File: config.mk
export PLATFORM = sky130hd
export DESIGN_NAME = draw_sprite_flat
export DESIGN_NICKNAME = d
export VERILOG_FILES = /design/src/rtl/vga_pkg.sv /design/src/rtl/vga_if.sv /design/src/rtl/vga_delay.sv /design/src/rtl/draw_sprite.sv /design/src/flat_wrapper.sv
export SDC_FILE = /design/constraint.sdc
export NUM_CORES = 1
export LEC_CHECK = 0
export ABC_AREA = 0
export BUFFER_PORTS_ARGS = -buffer_cell sky130_fd_sc_hd__buf_2
export CELL_PAD_IN_SITES_DETAIL_PLACEMENT = 0
export CELL_PAD_IN_SITES_GLOBAL_PLACEMENT = 1
export CORE_ASPECT_RATIO = 1.25
export CORE_MARGIN = 2
export CORE_UTILIZATION = 35
export DETAILED_ROUTE_END_ITERATION = 8
export PLACE_DENSITY_LB_ADDON = 0.25
export SETUP_SLACK_MARGIN = 0.02
export SLEW_MARGIN = 0
export SYNTH_ARGS = -nofsm -noshare
export SYNTH_HDL_FRONTEND = slang
export SYNTH_SLANG_ARGS = --single-unit
File: constraint.sdc
create_clock -name clk -period 3.6 [get_ports clk]
set_input_delay 0.9 -clock clk [delete_from_list [all_inputs] [get_ports clk]]
set_output_delay 0.9 -clock clk [all_outputs]
set_load 0.02 [all_outputs]
File: src/rtl/vga_pkg.sv
// Shared VGA definitions: screen timing, colour constants and the packed pixel bus
// carried between draw stages.
package vga_pkg;

    localparam int HOR_PIXELS = 800;
    localparam int VER_PIXELS = 600;

    typedef logic [11:0] rgb_t;

    localparam rgb_t COLOR_BLACK = 12'h000;
    localparam rgb_t COLOR_WHITE = 12'hFFF;
    localparam rgb_t COLOR_KEY   = 12'hF0F;

    typedef struct packed {
        logic [10:0] hcount;
        logic [10:0] vcount;
        logic        hsync;
        logic        vsync;
        logic        hblnk;
        logic        vblnk;
        rgb_t        rgb;
    } vga_bus_t;

    // Half-open interval test [lo, lo+span); 13 bits so lo+span cannot wrap.
    function automatic logic in_span(
        input logic [12:0] v,
        input logic [12:0] lo,
        input logic [12:0] span
    );
        return (v >= lo) && (v < (lo + span));
    endfunction

endpackage

File: src/rtl/vga_if.sv
// VGA stream bundle passed between draw stages; a stage reads through `in`
// and drives through `out`.
interface vga_if;
    logic [10:0] vcount;
    logic [10:0] hcount;
    logic        vsync;
    logic        hsync;
    logic        vblnk;
    logic        hblnk;
    logic [11:0] rgb;

    modport in  (input  vcount, hcount, vsync, hsync, vblnk, hblnk, rgb);
    modport out (output vcount, hcount, vsync, hsync, vblnk, hblnk, rgb);
endinterface

File: src/rtl/vga_delay.sv
// Fixed-length delay line for the VGA pixel bus (timing fields plus rgb), used to
// keep the stream aligned with a draw stage's processing latency.
module vga_delay
    import vga_pkg::*;
#(
    parameter int STAGES = 2
) (
    input  logic     clk,
    input  logic     rst_n,
    input  vga_bus_t din,
    output vga_bus_t dout
);

    vga_bus_t pipe_r [STAGES];

    // shift register, cleared on reset
    always_ff @(posedge clk or negedge rst_n) begin
        if (!rst_n) begin
            for (int i = 0; i < STAGES; i++) begin
                pipe_r[i] <= '0;
            end
        end else begin
            pipe_r[0] <= din;
            for (int i = 1; i < STAGES; i++) begin
                pipe_r[i] <= pipe_r[i-1];
            end
        end
    end

    assign dout = pipe_r[STAGES-1];

endmodule

File: src/rtl/draw_sprite.sv
// Sprite overlay stage: three-stage pipeline that keys a ROM sprite over the stream
// at a position latched each vblank. Optional horizontal flip: SPRITE_MIRROR_EN.
module draw_sprite
    import vga_pkg::*;
#(
    parameter int         WIDTH     = 48,
    parameter int         HEIGHT    = 48,
    parameter logic [11:0] KEY_COLOR = COLOR_KEY,
    parameter int         ADDR_W    = $clog2(WIDTH*HEIGHT)
) (
    input  logic              clk,
    input  logic              rst_n,
    vga_if.in                 in,
    vga_if.out                out,
    input  logic [11:0]       xpos,
    input  logic [11:0]       ypos,
    output logic [ADDR_W-1:0] rom_addr,
    input  logic [11:0]       rom_data
`ifdef SPRITE_MIRROR_EN
    ,
    input  logic              mirror
`endif
);

    localparam logic [12:0] SPR_W = 13'(WIDTH);
    localparam logic [12:0] SPR_H = 13'(HEIGHT);

    logic              vblnk_d_r;
    logic [11:0]       x_lat_r;
    logic [11:0]       y_lat_r;
`ifdef SPRITE_MIRROR_EN
    logic              mirror_lat_r;
`endif

    logic              hit_s;
    logic              hit_s1_r;
    logic              hit_s2_r;
    logic [12:0]       h_s;
    logic [12:0]       v_s;
    logic [12:0]       col_s;
    logic [12:0]       row_s;
    logic [12:0]       col_sel_s;
    logic [ADDR_W-1:0] addr_s;
    logic [11:0]       out_rgb_s;

    vga_bus_t          in_bus_s;
    vga_bus_t          dly_bus_s;
    vga_bus_t          out_bus_r;

    // frame position latch: loads only on the rising edge of vblnk
    always_ff @(posedge clk or negedge rst_n) begin
        if (!rst_n) begin
            vblnk_d_r    <= 1'b0;
            x_lat_r      <= 12'd0;
            y_lat_r      <= 12'd0;
`ifdef SPRITE_MIRROR_EN
            mirror_lat_r <= 1'b0;
`endif
        end else begin
            vblnk_d_r <= in.vblnk;
            if (in.vblnk && !vblnk_d_r) begin
                x_lat_r      <= xpos;
                y_lat_r      <= ypos;
`ifdef SPRITE_MIRROR_EN
                mirror_lat_r <= mirror;
`endif
            end
        end
    end

    // hit test and row-major sprite address for the incoming pixel
    always_comb begin
        h_s   = {2'b00, in.hcount};
        v_s   = {2'b00, in.vcount};
        hit_s = !in.hblnk && !in.vblnk
                && in_span(h_s, {1'b0, x_lat_r}, SPR_W)
                && in_span(v_s, {1'b0, y_lat_r}, SPR_H);
        col_s = h_s - {1'b0, x_lat_r};
        row_s = v_s - {1'b0, y_lat_r};
`ifdef SPRITE_MIRROR_EN
        if (mirror_lat_r) begin
            col_sel_s = SPR_W - 13'd1 - col_s;
        end else begin
            col_sel_s = col_s;
        end
`else
        col_sel_s = col_s;
`endif
        // outside the sprite the address parks at 0 so the ROM sees no stray reads
        if (hit_s) begin
            addr_s = ADDR_W'(32'(row_s) * 32'(WIDTH) + 32'(col_sel_s));
        end else begin
            addr_s = {ADDR_W{1'b0}};
        end
    end

    assign in_bus_s = '{
        hcount: in.hcount,
        vcount: in.vcount,
        hsync:  in.hsync,
        vsync:  in.vsync,
        hblnk:  in.hblnk,
        vblnk:  in.vblnk,
        rgb:    in.rgb
    };

    vga_delay #(
        .STAGES (2)
    ) u_delay (
        .clk   (clk),
        .rst_n (rst_n),
        .din   (in_bus_s),
        .dout  (dly_bus_s)
    );

    // s1 issues the ROM address; hit travels alongside the ROM read latency
    always_ff @(posedge clk or negedge rst_n) begin
        if (!rst_n) begin
            rom_addr <= {ADDR_W{1'b0}};
            hit_s1_r <= 1'b0;
            hit_s2_r <= 1'b0;
        end else begin
            rom_addr <= addr_s;
            hit_s1_r <= hit_s;
            hit_s2_r <= hit_s1_r;
        end
    end

    // colour-key mux between sprite pixel and delayed background
    always_comb begin
        if (hit_s2_r && (rom_data != KEY_COLOR)) begin
            out_rgb_s = rom_data;
        end else begin
            out_rgb_s = dly_bus_s.rgb;
        end
    end

    // output stage register
    always_ff @(posedge clk or negedge rst_n) begin
        if (!rst_n) begin
            out_bus_r <= '0;
        end else begin
            out_bus_r     <= dly_bus_s;
            out_bus_r.rgb <= out_rgb_s;
        end
    end

    assign out.hcount = out_bus_r.hcount;
    assign out.vcount = out_bus_r.vcount;
    assign out.hsync  = out_bus_r.hsync;
    assign out.vsync  = out_bus_r.vsync;
    assign out.hblnk  = out_bus_r.hblnk;
    assign out.vblnk  = out_bus_r.vblnk;
    assign out.rgb    = out_bus_r.rgb;

endmodule
File: src/flat_wrapper.sv
// flat-port wrapper written by rule: the top's interface ports become plain ports
module draw_sprite_flat import vga_pkg::*;
#(
    parameter int         WIDTH     = 48,
    parameter int         HEIGHT    = 48,
    parameter logic [11:0] KEY_COLOR = COLOR_KEY,
    parameter int         ADDR_W    = $clog2(WIDTH*HEIGHT)
)
  (clk, rst_n, xpos, ypos, rom_addr, rom_data, in_vcount, in_hcount, in_vsync, in_hsync, in_vblnk, in_hblnk, in_rgb, out_vcount, out_hcount, out_vsync, out_hsync, out_vblnk, out_hblnk, out_rgb);
  vga_if in_i ();
  vga_if out_i ();
  input  logic clk;
  input  logic rst_n;
  input  logic [11:0] xpos;
  input  logic [11:0] ypos;
  output logic [ADDR_W-1:0] rom_addr;
  input  logic [11:0] rom_data;
  input wire logic [$bits(in_i.vcount)-1:0] in_vcount;
  input wire logic [$bits(in_i.hcount)-1:0] in_hcount;
  input wire logic [$bits(in_i.vsync)-1:0] in_vsync;
  input wire logic [$bits(in_i.hsync)-1:0] in_hsync;
  input wire logic [$bits(in_i.vblnk)-1:0] in_vblnk;
  input wire logic [$bits(in_i.hblnk)-1:0] in_hblnk;
  input wire logic [$bits(in_i.rgb)-1:0] in_rgb;
  output wire logic [$bits(out_i.vcount)-1:0] out_vcount;
  output wire logic [$bits(out_i.hcount)-1:0] out_hcount;
  output wire logic [$bits(out_i.vsync)-1:0] out_vsync;
  output wire logic [$bits(out_i.hsync)-1:0] out_hsync;
  output wire logic [$bits(out_i.vblnk)-1:0] out_vblnk;
  output wire logic [$bits(out_i.hblnk)-1:0] out_hblnk;
  output wire logic [$bits(out_i.rgb)-1:0] out_rgb;
  assign in_i.vcount = in_vcount;
  assign in_i.hcount = in_hcount;
  assign in_i.vsync = in_vsync;
  assign in_i.hsync = in_hsync;
  assign in_i.vblnk = in_vblnk;
  assign in_i.hblnk = in_hblnk;
  assign in_i.rgb = in_rgb;
  assign out_vcount = out_i.vcount;
  assign out_hcount = out_i.hcount;
  assign out_vsync = out_i.vsync;
  assign out_hsync = out_i.hsync;
  assign out_vblnk = out_i.vblnk;
  assign out_hblnk = out_i.hblnk;
  assign out_rgb = out_i.rgb;
  draw_sprite #(.WIDTH(WIDTH), .HEIGHT(HEIGHT), .KEY_COLOR(KEY_COLOR), .ADDR_W(ADDR_W)) u_core (.clk(clk), .rst_n(rst_n), .in(in_i), .out(out_i), .xpos(xpos), .ypos(ypos), .rom_addr(rom_addr), .rom_data(rom_data));
endmodule
## Word level (Yosys, flattened, before mapping)

Cells that the tools add are included.

| word-level totals | value |
|---|---|
| bits in registers | 152 |
| output and inout port bits | 50 |
| word-level logic and storage cells | 49 |

| operators by class | value |
|---|---|
| add/subtract/negate cells | 5 |
| $mul | 1 |
| magnitude comparators | 4 |
| equal/unequal tests | 1 |
| muxes and demuxes | 2 |
| reductions and logical operators | 10 |

Operators by type and width:

| cell | number |
|---|---|
| $add 12x6->13 const B | 2 |
| $lt 11x13->1 | 2 |
| $ge 11x12->1 | 2 |
| $mux 12 | 2 |
| $mul 13x2->8 const B | 1 |
| $sub 11x12->13 | 1 |
| $add 12x12->12 | 1 |
| $ne 12x12->1 const B | 1 |
| $sub 11x12->12 | 1 |
| $logic_and 1x1->1 | 7 |
| $logic_not 1->1 | 3 |

## Depth between registers and ports, before layout

Gate-level depths: netlist (run 1).

| logic depth | value |
|---|---|
| depth after elaboration | 6 |
| mapped depth | 19 |

## By module

A second synthesis (run 1) with hierarchy kept.

| unflattened totals | value |
|---|---|
| cell total of the unflattened synthesis | 538 |
| area, all modules | 6703.9 µm² |

By module, submodules not included:

| module | times used | cells each | area each (µm²) |
|---|---|---|---|
| draw_sprite | 1 | 424 | 4516.8 |
| vga_delay | 1 | 114 | 2187.1 |

## Worst setup path before layout (run 1)

Ideal clock, no wire load.

| timing | value |
|---|---|
| path type | input-to-reg |
| start point | in in_vcount[0] |
| end point | reg u_core.rom_addr[11] |
| data arrival time | 4.058 ns |
| data required time | 3.468 ns |
| slack | -0.590 ns |
| stages | 17 |
| cell sequence | inv_1 > ha_1 > inv_1 > fa_1 > xor2_1 > inv_1 > fa_1 > inv_1 > fa_1 > ha_1 > o21a_1 > nor2_1 > nor2b_1 > a21oi_1 > o21ai_0 > xnor2_1 > nor2_1 |

| on the way | value |
|---|---|
| word-level cells in the longest chain between the ends | 4 |
| elaborated cells between the ends (all ways) | 8 |
| classes of those cells | add/sub: 2; mul: 1; order compare: 2; mux: 1; reduce/logical: 2 |

Ends and longest elaborated chain:

| item | RTL line | source |
|---|---|---|
| from (decl) | flat_wrapper.sv:18 | `input wire logic [$bits(in_i.vcount)-1:0] in_vcount;` |
| $sub 11x12->13 (tied with other cells) | draw_sprite.sv:79 | `row_s = v_s - {1'b0, y_lat_r};` |
| $mul 13x2->8 / $logic_and 1x1->1 (equally long branches) | draw_sprite.sv:91, vga_pkg.sv:30 |  |
| $add 12x12->12 / $logic_and 1x1->1 (equally long branches) | draw_sprite.sv:91, draw_sprite.sv:77 |  |
| $mux 12 (*) | draw_sprite.sv:90 | `if (hit_s) begin` |
| net u_core.addr_s[11] | draw_sprite.sv:43 | `logic [ADDR_W-1:0] addr_s;` |
| to (signal assigned) | draw_sprite.sv:119 | `rom_addr <= {ADDR_W{1'b0}};` |
| to (signal assigned) | draw_sprite.sv:123 | `rom_addr <= addr_s;` |
| to (decl) | draw_sprite.sv:17 | `output logic [ADDR_W-1:0] rom_addr,` |

Mark *: on every way through the listed nets, which the timed path passes. The rest lies on a longest branch.
A chain may end at the register's enable or synchronous reset.

## Final worst setup path (run 1)

Same ends and word-level chain as after synthesis.

==> out/summary.md, run 1 <==
- **fmax** 0.2624 GHz
- **DRT Pass-1 Iters** 4
- **detailed-route wire length per cell** 15.00 um
- **TritonCTS clock tree** yes
- **worst endpoint required time** 3900 ps
- **max-slew violation total from the final report** 0
- **area post-placement** 7574 um^2
- **First DRT Iteration DRCs** 143
- **Worst Setup Slack post-DPL** -804.9 ps
- **Remaining Overflow, GRT** 0
- **number of instances in the synthesized netlist** 493
- **ratio of cells with drive above 1 in the final layout** 36.76%
- **detailed-routing wirelength on met1** 5928 um
- **number of sinks driven by the clock tree** 152
- **Slowest cell on crit path** sky130_fd_sc_hd__fa_2
- **worst voltage drop across the vdd grid** 0.3675 mV
- **DR vias/cell** 4.671
- **buffer type at the clock tree root** sky130_fd_sc_hd__clkbuf_16
- **flop and latch count out of synthesis** 152
- **core area** 17890 um^2
- **cell breakdown of the critical path** buf_12 -> inv_12 -> ha_4 -> inv_2 -> fa_2 -> xor2_4 -> ha_1 -> a21o_1 -> a21oi_4 -> o21bai_1 -> a21oi_2 -> xnor2_2 -> fa_2 -> ha_4 -> a21oi_1 -> o21ai_1 -> xnor2_1 -> nor2_1
- **DP HPWL** 10470 um
- **Max FO, Critical Path** 3
- **count of nets left with antenna violations after detail routing** 0
- **worst setup path start** in_vcount[0]
- **CP Launch Type** input pin
- **fraction of synthesis flops using an asynchronous set or reset pin** 100.0%
- **Min Hold Slack** 345.2 ps
- **post-route cell area** 8391 um^2
- **headroom to the max-slew limit** 54.94%
- **data arrival time of the critical path** 4110 ps
- **Seq/Total Area, Yosys** 60.04%
- **outcome** finished with violations
- **antenna violations before repair** 0
- **Synth Net Count** 636
- **hold_sp** u_core.u_delay.pipe_r[43]
- **total power divided by cell area** 725.4 nW/um^2
- **most used cells in the layout excluding fill and tap cells** sky130_fd_sc_hd__dfrtp_1 (152), sky130_fd_sc_hd__buf_2 (123), sky130_fd_sc_hd__ha_1 (45), sky130_fd_sc_hd__inv_1 (40), sky130_fd_sc_hd__buf_4 (36)
- **transition time at the pin with the least slew margin** 670.2 ps
- **TritonCTS buffer count** 17
- **Max H-tree Level** 4
- **DRC violation count after routing** 0
- **Row Count** 55
- **delay of the slowest cell on the worst path** 610 ps
- **EDFF count, synth** 0
- **Final Instance Count excl. Fillers** 908
- **reported leakage power** 4.038 nW
- **pin count of the biggest net entering global routing** 77
- **Met2 Routed Length** 6853 um
- **gpl congestion** 0.8462
- **final setup violating endpoints** 4
- **vias in the first global route** 4528
- **die area** 19200 um^2
- **Diodes inserted** 0
- **final hold violation count** 0
- **clock latency on the worst-skew pair** 420 ps
- **Worst Clk Skew** 6.478 ps
- **signed area change from the synthesized netlist to the final layout** 32.45%
- **Filler Cell Count** 1679
- **average size of a mapped cell** 12.85 um^2
- **fin util** 46.90%
- **distinct cell type count of the synthesized netlist** 43
- **Design Power** 6.087 mW
- **failing checks** negative setup slack
- **Initial Util** 35.41%
- **capturing element type of the critical path** flip-flop
- **first-pass GRT wire length** 22540 um
- **post-detailed-routing wire length** 13620 um
- **Chip Width** 124.3 um
- **minimum clock period after layout** 3811 ps
- **Hold Crit Class** reg -> reg
- **part of the cycle the worst path needs** 105.8%
- **top routing layer in use** met4
- **instance count after placement with tap cells included** 874
- **R2R Path Start** u_core.y_lat_r[1]
- **setup repair after global routing missed its margin** true
- **Met3 Wirelength** 576 um
- **final worst slack** -210.6 ps
- **number of max-capacitance violations reported** 0
- **kind of critical path** in -> reg
- **final-layout setup total negative slack** -579.8 ps
- **num ports** 126
- **number of nets at the end of the flow** 810
- **overall track demand over capacity in global routing** 15.05%
- **top_reg_cell synth** sky130_fd_sc_hd__dfrtp_1
- **number of buffers on the longest clock path** 2
- **most common cell after layout, fill and taps aside** sky130_fd_sc_hd__dfrtp_1
- **number of warning messages in the yosys log** 0
- **mapped cell area** 6335 um^2
- **height of the die** 154.4 um
- **Port-buffer cells** 125
- **via count** 4241
- **clock slew seen by the registers of the worst setup and hold paths** 60 ps
-- final timing paths --
kind | endpoint | slack [ps] | depth (start not counted)
max | u_core.rom_addr[11] | -210 | 18
min | u_core.u_delay.dout[5] | 350 | 0
max reg2reg | u_core.rom_addr[11] | -20 | 17
min reg2reg | u_core.u_delay.dout[5] | 350 | 0
max in group asynchronous | u_core.rom_addr[3] | 2280 | 2
min in group asynchronous | u_core.u_delay.pipe_r[47] | 490 | 1
-- per-layer routing --
| layer | GRT usage, % | vias up |
|---|---|---|
| met1 | 18.51 | 2085 |
| met4 | 5.993 | 0 |
| li1 | - | 2024 |
| met2 | 25.47 | 108 |
| met5 | 0 | - |
| met3 | 3.805 | 24 |
-- what timing repair did --
item                       in CTS  in global routing
resized for setup              14                 19
setup endpoints to repair       4                  4
hold endpoints to repair        0                  0
setup buffers                   3                  0
pin swaps                      11                 17
hold buffers                    0                  0
-- critical path: cells and delay by family --
| family | cells | cell delay (ps) |
|---|---|---|
| buf+inv | 3 | 180 |
| compound gates | 6 | 890 |
| fa+ha+maj | 5 | 1640 |
| simple gates | 1 | 50 |
| xor+xnor | 3 | 440 |
-- Yosys cell counts, drive strengths merged (3+ instances only) --
cell type	n	area (um^2)
fa	13	260.3
a211oi	4	35.03
xnor2	20	175.2
o21ai	33	165.2
a21oi	18	93.84
o31ai	3	22.52
dfrtp	152	3804
clkbuf	5	18.77
o2111ai	5	43.79
mux2	13	146.4
nor2	21	78.83
nor2b	5	31.28
nand4	6	37.54
a21o	6	45.04
o21bai	4	30.03
nor3	10	50.05
nand2b	3	18.77
o21a	7	52.55
inv	45	168.9
nand2	34	127.6
ha	54	675.7
nand3	6	30.03
xor2	8	70.07
-- state kept, by name, indices dropped and copies added, names as in the netlist, 11 cells and up --
register               flops
u_core.rom_addr           12
u_core.out.vcount         11
u_core.u_delay.pipe_r     37
u_core.out.rgb            12
u_core.x_lat_r            12
u_core.out.hcount         11
u_core.y_lat_r            12
u_core.u_delay.dout       38
-- where the power goes --
group	switching [mW]	leakage, nW	total [mW]	internal (mW)
clock network	0.702	0.292	1.82	1.12
registers	0.0463	1.82	1.86	1.82
logic	1.15	1.93	2.41	1.25
-- kinds of logic after synthesis --
family	synth area share [%]
flops	60.04
xor+xnor	4.227
mux	2.311
compound gates	8.809
fa+ha+maj	14.77
buf+inv	3.160
simple gates	6.676
-- layout make-up --
class / count / area (um^2) / area share, %
sequential: 152 / 3804 / 45.33
multi-input combinational: 289 / 2571 / 30.64
timing repair buffer: 162 / 937.1 / 11.17
clock buffer: 19 / 442.9 / 5.279
tap: 228 / 285.3 / 3.400
inverter: 45 / 181.4 / 2.162
clock inverter: 13 / 168.9 / 2.013
Power figures use the tool's default switching activity.
==> run 2, diff against run 1 <==
Settings changed: MAX_ROUTING_LAYER from default to met4, SYNTH_HIERARCHICAL from default to 1.
==> run 2 against run 1 <==
Effect of this change: the flow still finishes with violations (negative setup slack); power is 8.1% higher; synthesized cell count is 9.1% higher; non-clock buffer count is 9 higher; critical path depth is 3 higher; core utilization is 1.5 points lower; via count hardly changed; flip-flop and latch count is 1 higher; synthesized area is 5.8% higher; fmax is 5.5% lower; combinational power is 25% higher; critical endpoint is now u_core/rom_addr[11]; largest cell class unchanged; largest power group unchanged.
==> out/summary.md, run 2 <==
- **fmax** 0.2480 GHz, was 0.2624 GHz
- **Worst Setup Slack post-DPL** -913.4 ps, was -804.9 ps
- **die area** 20280 um^2, was 19200 um^2
- **failing checks** negative setup slack, unchanged
- **CTS hold repair buffers** 0, unchanged
- **core area** 18780 um^2, was 17890 um^2
- **Synth Net Count** 681, was 636
- **data arrival time of the critical path** 4330 ps, was 4110 ps
- **Design Power** 6.582 mW, was 6.087 mW
- **combined buffer and inverter count along the critical path** 6, was 3
- **number of sinks driven by the clock tree** 153, was 152
- **Filler Cell Count** 1782, was 1679
- **average size of a mapped cell** 12.46 um^2, was 12.85 um^2
- **setup repair after global routing missed its margin** true, unchanged
- **Worst Clk Skew** 9.538 ps, was 6.478 ps
- **headroom to the max-slew limit** 50.01%, was 54.94%
- **transition time at the pin with the least slew margin** 746.5 ps, was 670.2 ps
- **final worst slack** -432.5 ps, was -210.6 ps
- **CP Launch Type** input pin, unchanged
- **signed area change from the synthesized netlist to the final layout** 27.12%, was 32.45%
- **Register-to-Register Path Depth** 19, was 17
- **kind of cell with the highest combined delay on the critical path** adder cells, unchanged
- **flop and latch count out of synthesis** 153, was 152
- **final setup violating endpoints** 4, unchanged
- **post-synth top area cell** sky130_fd_sc_hd__dfrtp_1, unchanged
- **First DRT Iteration DRCs** 90, was 143
- **top_reg_cell synth** sky130_fd_sc_hd__dfrtp_1, unchanged
- **worst hold path depth** 0, unchanged
- **DRC violation count after routing** 0, unchanged
- **number of warning messages in the yosys log** 6, was 0
- **kind of critical path** in -> reg, unchanged
- **cell breakdown of the critical path** buf_12 -> inv_12 -> ha_4 -> inv_2 -> fa_2 -> a21o_1 -> a21oi_2 -> xnor2_1 -> ha_1 -> inv_2 -> o21bai_2 -> a21oi_2 -> xnor2_2 -> fa_2 -> ha_4 -> buf_4 -> buf_6 -> a21oi_2 -> o21ai_1 -> xnor2_1 -> and2_1, was buf_12 -> inv_12 -> ha_4 -> inv_2 -> fa_2 -> xor2_4 -> ha_1 -> a21o_1 -> a21oi_4 -> o21bai_1 -> a21oi_2 -> xnor2_2 -> fa_2 -> ha_4 -> a21oi_1 -> o21ai_1 -> xnor2_1 -> nor2_1
- **post-detailed-routing wire length** 13760 um, was 13620 um
- **overall track demand over capacity in global routing** 15.03%, was 15.05%
- **capturing element type of the critical path** flip-flop, unchanged
- **minimum clock period after layout** 4032 ps, was 3811 ps
- **number of logic stages on the critical path including buffering** 21, was 18
- **worst endpoint required time** 3900 ps, about the same
- **total power divided by cell area** 772.4 nW/um^2, was 725.4 nW/um^2
- **Row Count** 56, was 55
- **clock latency on the worst-skew pair** 410 ps, was 420 ps
- **area of the multi-input gates** 2630 um^2, was 2571 um^2
- **first-pass GRT wire length** 23120 um, was 22540 um
- **Max FO, Critical Path** 3, unchanged
- **Max H-tree Level** 4, unchanged
- **fraction of synthesis flops using an asynchronous set or reset pin** 100.0%, unchanged
- **vias in the first global route** 4703, was 4528
- **register area** 3829 um^2, was 3804 um^2
- **buffer type at the clock tree root** sky130_fd_sc_hd__clkbuf_16, unchanged
- **most frequent cell after synthesis** sky130_fd_sc_hd__dfrtp_1, unchanged
- **Slowest cell on crit path** sky130_fd_sc_hd__fa_2, unchanged
- **most used cells in the layout excluding fill and tap cells** sky130_fd_sc_hd__dfrtp_1 (153), sky130_fd_sc_hd__buf_2 (123), sky130_fd_sc_hd__ha_1 (47), sky130_fd_sc_hd__buf_4 (41), sky130_fd_sc_hd__inv_1 (40), was sky130_fd_sc_hd__dfrtp_1 (152), sky130_fd_sc_hd__buf_2 (123), sky130_fd_sc_hd__ha_1 (45), sky130_fd_sc_hd__inv_1 (40), sky130_fd_sc_hd__buf_4 (36)
- **DR vias/cell** 4.583, was 4.671
- **part of the cycle the worst path needs** 112.0%, was 105.8%
- **number of buffers on the longest clock path** 2, unchanged
- **height of the die** 158.7 um, was 154.4 um
- **pin count of the biggest net entering global routing** 76, was 77
- **most prevalent standard cell on the critical path** sky130_fd_sc_hd__a21oi_2
- **clock slew seen by the registers of the worst setup and hold paths** 60 ps, about the same
- **final hold violation count** 0, unchanged
- **via count** 4244, was 4241
- **worst voltage drop across the vdd grid** 0.7738 mV, was 0.3675 mV
- **EDFF count, synth** 0, unchanged
- **reported leakage power** 4.097 nW, was 4.038 nW
- **portion of synthesized cell area occupied by the leading cell type** 57.11%, was 60.04%
- **Diodes inserted** 0, unchanged
- **max-slew violation total from the final report** 0, unchanged
- **most common cell after layout, fill and taps aside** sky130_fd_sc_hd__dfrtp_1, unchanged
- **outcome** finished with violations, unchanged
- **Chip Width** 127.8 um, was 124.3 um
- **detailed-route wire length per cell** 14.86 um, was 15.00 um
- **antenna violations before repair** 0, unchanged
- **delay of the slowest cell on the worst path** 610 ps, about the same
- **Hold Crit Class** reg -> reg, unchanged
- **DRT Pass-1 Iters** 4, unchanged
- **Port-buffer cells** 125, unchanged
- **Remaining Overflow, GRT** 0, unchanged
- **leading cell types by count after synthesis** sky130_fd_sc_hd__dfrtp_1 (153), sky130_fd_sc_hd__ha_1 (54), sky130_fd_sc_hd__inv_1 (46), was sky130_fd_sc_hd__dfrtp_1 (152), sky130_fd_sc_hd__ha_1 (54), sky130_fd_sc_hd__inv_1 (44)
- **Seq/Total Area, Yosys** 57.11%, was 60.04%
- **distinct cell type count of the synthesized netlist** 49, was 43
- **TritonCTS clock tree** yes, unchanged
- **gpl congestion** 0.8449, was 0.8462
- **TritonCTS buffer count** 17, unchanged
- **ratio of cells with drive above 1 in the final layout** 37.32%, was 36.76%
- **mapped cell area** 6704 um^2, was 6335 um^2
- **count of nets left with antenna violations after detail routing** 0, unchanged
- **number of instances in the synthesized netlist** 538, was 493
- **number of max-capacitance violations reported** 0, unchanged
- **num ports** 126, unchanged
- **dominant cells by area after synthesis** sky130_fd_sc_hd__dfrtp_1 (57%), sky130_fd_sc_hd__ha_1 (10%), sky130_fd_sc_hd__buf_4 (4.3%), sky130_fd_sc_hd__fa_1 (3.9%), sky130_fd_sc_hd__o21ai_0 (2.8%), was sky130_fd_sc_hd__dfrtp_1 (60%), sky130_fd_sc_hd__ha_1 (11%), sky130_fd_sc_hd__fa_1 (4.1%), sky130_fd_sc_hd__xnor2_1 (2.8%), sky130_fd_sc_hd__inv_1 (2.6%)
- **number of nets at the end of the flow** 826, was 810
- **Initial Util** 35.70%, was 35.41%
- **DP HPWL** 10360 um, was 10470 um
==> run 2: metal layers <==
| layer | track usage, % | share of wire [%] | vias to the layer above |
|---|---|---|---|
| met2 | 24.06 | 50 | 100 |
| met5 | - | 0 | - |
| li1 | - | - | 2068 |
| met3 | 3.302 | 3.9 | 18 |
| met4 | 5.345 | 1.6 | 0 |
| met1 | 18.77 | 45 | 2058 |
==> run 2: layout make-up <==
cell class / count / area share [%]
timing repair buffer: 171 / 11.97
tap: 232 / 3.406
clock buffer: 20 / 5.242
sequential: 153 / 44.93
clock inverter: 10 / 1.424
multi-input combinational: 294 / 30.86
inverter: 46 / 2.173
==> run 2: worst reg2reg max path, cell delays in order, from the launching register on <==
cell and delay, ps:
sky130_fd_sc_hd__dfrtp_1 410, sky130_fd_sc_hd__ha_4 160, sky130_fd_sc_hd__inv_2 40, sky130_fd_sc_hd__fa_2 370, sky130_fd_sc_hd__a21o_1 200, sky130_fd_sc_hd__a21oi_2 120, sky130_fd_sc_hd__xnor2_1 100, sky130_fd_sc_hd__ha_1 360
sky130_fd_sc_hd__inv_2 50, sky130_fd_sc_hd__o21bai_2 130, sky130_fd_sc_hd__a21oi_2 90, sky130_fd_sc_hd__xnor2_2 150, sky130_fd_sc_hd__fa_2 610, sky130_fd_sc_hd__ha_4 220, sky130_fd_sc_hd__buf_4 140, sky130_fd_sc_hd__buf_6 110
sky130_fd_sc_hd__a21oi_2 110, sky130_fd_sc_hd__o21ai_1 90, sky130_fd_sc_hd__xnor2_1 130, sky130_fd_sc_hd__and2_1 140
==> run 2: repair_timing <==
action	CTS	global route
setup buffers	4	4
setup endpoints to repair	4	6
resized for setup	12	27
pin swaps	12	11
==> run 2: power breakdown <==
part,switching (mW),total [mW],internal [mW]
clock network,0.666,1.70,1.04
registers,0.0433,1.87,1.82
logic,1.40,3.01,1.61
==> run 2: worst paths after layout <==
path / end / slack (ps) / startpoint
setup / recovery: u_core/rom_addr[11] / -430 / in_vcount[0]
hold / removal: u_core/out.vcount[9] / 350 / u_core/u_delay/dout[25]
setup reg to reg: u_core/rom_addr[11] / -230 / u_core/y_lat_r[0]
hold reg to reg: u_core/out.vcount[9] / 350 / u_core/u_delay/dout[25]
max in group asynchronous: u_core/out.vcount[4] / 2300 / rst_n
min in group asynchronous: u_core/u_delay/pipe_r[52] / 530 / rst_n
==> run 2: kinds of logic (layout without fill, tap and decap cells) <==
logic type	count (synthesis)	count (layout)	share of synthesized area [%]
DFF	153	153	57.11
AOI/OAI and AO/OA	95	95	8.567
and+or+nand+nor	91	91	6.962
buffers and inverters	91	247	7.353
adders and majority gates	67	67	13.96
xor gates and xnor gates	28	28	3.863
muxes	13	13	2.184
==> run 2: stage by stage <==
stage / hold slack, ps / TNS, ps / instance area [um^2] / instances / util (%)
global placement: 331.7 / -3696 / 7729 / 890 / 41.16
floorplan: 331.2 / -1325 / 6812 / 538 / -
global route: 348.8 / -1644 / 8522 / 926 / 45.38
finish: 346.1 / -1115 / 8522 / 926 / 45.38
CTS: 347.4 / -1223 / 8386 / 924 / 44.66
detailed placement: 334.7 / -3747 / 7729 / 890 / 41.16
==> run 3, diff against run 2 <==
Settings changed: CORE_MARGIN 2 to default.
==> run 3 against run 2 <==
Effect of this change: the flow still finishes with violations (negative setup slack); cell count shrank 0.22%; die area fell by 2.8%; global-route usage up 0.29 points; sequential share of layout area is essentially flat; power about the same; non-clock buffer count is 4 lower; critical endpoint is now u_core/rom_addr[10]; highest routed layer unchanged.
==> out/summary.md, run 3 (synthesized netlist as in run 2, its figures left out) <==
- **antenna violations before repair** 0, unchanged
- **fmax** 0.2505 GHz, was 0.2480 GHz
- **failing checks** negative setup slack, unchanged
- **Diodes inserted** 0, unchanged
- **fin util** 45.38%, about the same
- **gpl congestion** 0.8295, was 0.8449
- **Most Used Layer, Global Route** met2, unchanged
- **height of the die** 156.7 um, was 158.7 um
- **headroom to the max-slew limit** 50.04%, was 50.01%
- **number of nets at the end of the flow** 822, was 826
- **CP Launch Type** input pin, unchanged
- **Final Instance Count excl. Fillers** 924, was 926
- **cell breakdown of the critical path** buf_12 -> inv_12 -> ha_4 -> inv_2 -> fa_2 -> ha_4 -> inv_2 -> fa_2 -> inv_2 -> fa_1 -> ha_4 -> o21ai_1 -> nand2b_1 -> a21oi_1 -> a31oi_1 -> and4b_1 -> o41a_2, was buf_12 -> inv_12 -> ha_4 -> inv_2 -> fa_2 -> a21o_1 -> a21oi_2 -> xnor2_1 -> ha_1 -> inv_2 -> o21bai_2 -> a21oi_2 -> xnor2_2 -> fa_2 -> ha_4 -> buf_4 -> buf_6 -> a21oi_2 -> o21ai_1 -> xnor2_1 -> and2_1
- **TritonCTS clock tree** yes, unchanged
- **area post-placement** 7721 um^2, was 7729 um^2
- **ratio of cells with drive above 1 in the final layout** 36.85%, was 37.32%
- **Filler Cell Count** 1758, was 1782
- **Max FO, Critical Path** 3, unchanged
- **final hold violation count** 0, unchanged
- **Port-buffer cells** 125, unchanged
- **outcome** finished with violations, unchanged
- **clock slew seen by the registers of the worst setup and hold paths** 70 ps, was 60 ps
- **final worst slack** -391.9 ps, was -432.5 ps
- **Max H-tree Level** 4, unchanged
- **total power divided by cell area** 772.9 nW/um^2, was 772.4 nW/um^2
- **pin count of the biggest net entering global routing** 85, was 76
- **met3 demand-to-capacity share in global routing** 3.590%, was 3.302%
- **data arrival time of the critical path** 4290 ps, was 4330 ps
- **first-pass GRT wire length** 22360 um, was 23120 um
- **number of buffers on the longest clock path** 2, unchanged
- **GR met1 Demand/Resource** 18.78%, was 18.77%
- **max-slew violation total from the final report** 0, unchanged
- **DRT Pass-1 Iters** 4, unchanged
- **worst voltage drop across the vdd grid** 0.9173 mV, was 0.7738 mV
- **via count** 4193, was 4244
- **most common cell after layout, fill and taps aside** sky130_fd_sc_hd__dfrtp_1, unchanged
- **signed area change from the synthesized netlist to the final layout** 27.10%, was 27.12%
- **worst endpoint required time** 3900 ps, about the same
- **post-detailed-routing wire length** 13630 um, was 13760 um
- **detailed-route wire length per cell** 14.75 um, was 14.86 um
- **TritonCTS buffer count** 17, unchanged
- **clock latency on the worst-skew pair** 420 ps, was 410 ps
- **Chip Width** 125.8 um, was 127.8 um
- **met2 usage** 24.76%, was 24.06%
- **count of nets left with antenna violations after detail routing** 0, unchanged
- **setup repair after global routing missed its margin** true, unchanged
- **buffer type at the clock tree root** sky130_fd_sc_hd__clkbuf_16, unchanged
- **minimum clock period after layout** 3992 ps, was 4032 ps
- **num ports** 126, unchanged
- **final setup violating endpoints** 4, unchanged
- **First DRT Iteration DRCs** 135, was 90
- **Row Count** 56, unchanged
- **DP HPWL** 10060 um, was 10360 um
- **transition time at the pin with the least slew margin** 749.4 ps, was 746.5 ps
- **final-layout setup total negative slack** -994.1 ps, was -1115 ps
- **most used cells in the layout excluding fill and tap cells** sky130_fd_sc_hd__dfrtp_1 (153), sky130_fd_sc_hd__buf_2 (123), sky130_fd_sc_hd__ha_1 (46), sky130_fd_sc_hd__inv_1 (41), was sky130_fd_sc_hd__dfrtp_1 (153), sky130_fd_sc_hd__buf_2 (123), sky130_fd_sc_hd__ha_1 (47), sky130_fd_sc_hd__buf_4 (41), sky130_fd_sc_hd__inv_1 (40)
- **vias in the first global route** 4494, was 4703
- **part of the cycle the worst path needs** 110.9%, was 112.0%
- **DRC violation count after routing** 0, unchanged
- **delay of the slowest cell on the worst path** 560 ps, was 610 ps
- **capturing element type of the critical path** flip-flop, unchanged
- **Slowest cell on crit path** sky130_fd_sc_hd__fa_2, unchanged
- **overall track demand over capacity in global routing** 15.32%, was 15.03%
- **reported leakage power** 4.109 nW, was 4.097 nW
- **Remaining Overflow, GRT** 0, unchanged
- **Hold Crit Class** reg -> reg, unchanged
- **post-route cell area** 8521 um^2, was 8522 um^2
- **kind of critical path** in -> reg, unchanged
- **number of sinks driven by the clock tree** 153, unchanged
- **die area** 19710 um^2, was 20280 um^2
- **number of max-capacitance violations reported** 0, unchanged
- **Worst Clk Skew** 9.958 ps, was 9.538 ps
- **Initial Util** 35.70%, unchanged
- **core area** 18780 um^2, unchanged
- **instance count after placement with tap cells included** 889, was 890
- **DR vias/cell** 4.538, was 4.583
[run 3: cell types whose count changed in the layout (fill, tap and decap cells not counted), sizes merged]
| cell | previous run | this run |
|---|---|---|
| buf | 171 | 167 |
| clkinv | 5 | 6 |
| clkinvlp | 1 | 0 |
| inv | 48 | 50 |
[run 3: report_power, final]
| part | total (mW) | internal, mW | switching, mW |
|---|---|---|---|
| sequential | 1.87 | 1.82 | 0.0441 |
| combinational | 2.92 | 1.60 | 1.32 |
| clock | 1.79 | 1.08 | 0.709 |
[run 3: cell type report]
| type | instances | area [um^2] | share of cell area (%) |
|---|---|---|---|
| timing repair buffer | 167 | 993.5 | 11.66 |
| sequential | 153 | 3829 | 44.93 |
| multi-input combinational | 294 | 2620 | 30.75 |
| tap | 232 | 290.3 | 3.407 |
| clock buffer | 20 | 466.7 | 5.477 |
| inverter | 46 | 185.2 | 2.173 |
| clock inverter | 12 | 136.4 | 1.601 |
[run 3: repair_timing]
action                                  CTS  global route
gates resized for setup                  21            11
pin swaps                                19             8
setup buffers                             3             1
hold buffers                              0             0
hold endpoints to repair                  0             0
endpoints found under the setup margin    4             5
[run 3: worst max-delay path, delay by kind of cell]
kind                       cells  cell delay (ps)
adders and majority gates      6             2070
buffers and inverters          5              260
AOI/OAI and AO/OA              4              770
and+or+nand+nor                2              280
[run 3: layer usage]
metal,part of all wire (%),vias to the layer above
met1,45,2013
met5,0,-
met2,49,111
met3,4.2,13
met4,1.3,0
li1,-,2056
[run 3: metrics by stage]
step / hold slack (ps) / worst slack, ps / power, mW
floorplan: 331.2 / -569.2 / 3.475
finish: 343.1 / -391.9 / 6.585
CTS: 346.0 / -389.8 / 6.500
detailed placement: 334.7 / -904.6 / 4.281
global route: 351.9 / -501.6 / 7.023
global placement: 331.4 / -858.1 / 4.236
[run 3: worst paths after layout]
path,start,to,slack (ps),cells after the start
setup / recovery,in_vcount[0],u_core/rom_addr[10],-390,17
hold / removal,u_core/u_delay/pipe_r[47],u_core/u_delay/dout[9],340,0
setup reg to reg,u_core/y_lat_r[0],u_core/rom_addr[10],-160,15
hold reg to reg,u_core/u_delay/pipe_r[47],u_core/u_delay/dout[9],340,0
max in group asynchronous,rst_n,u_core/y_lat_r[0],2280,2
min in group asynchronous,rst_n,u_core/out.hcount[0],540,1
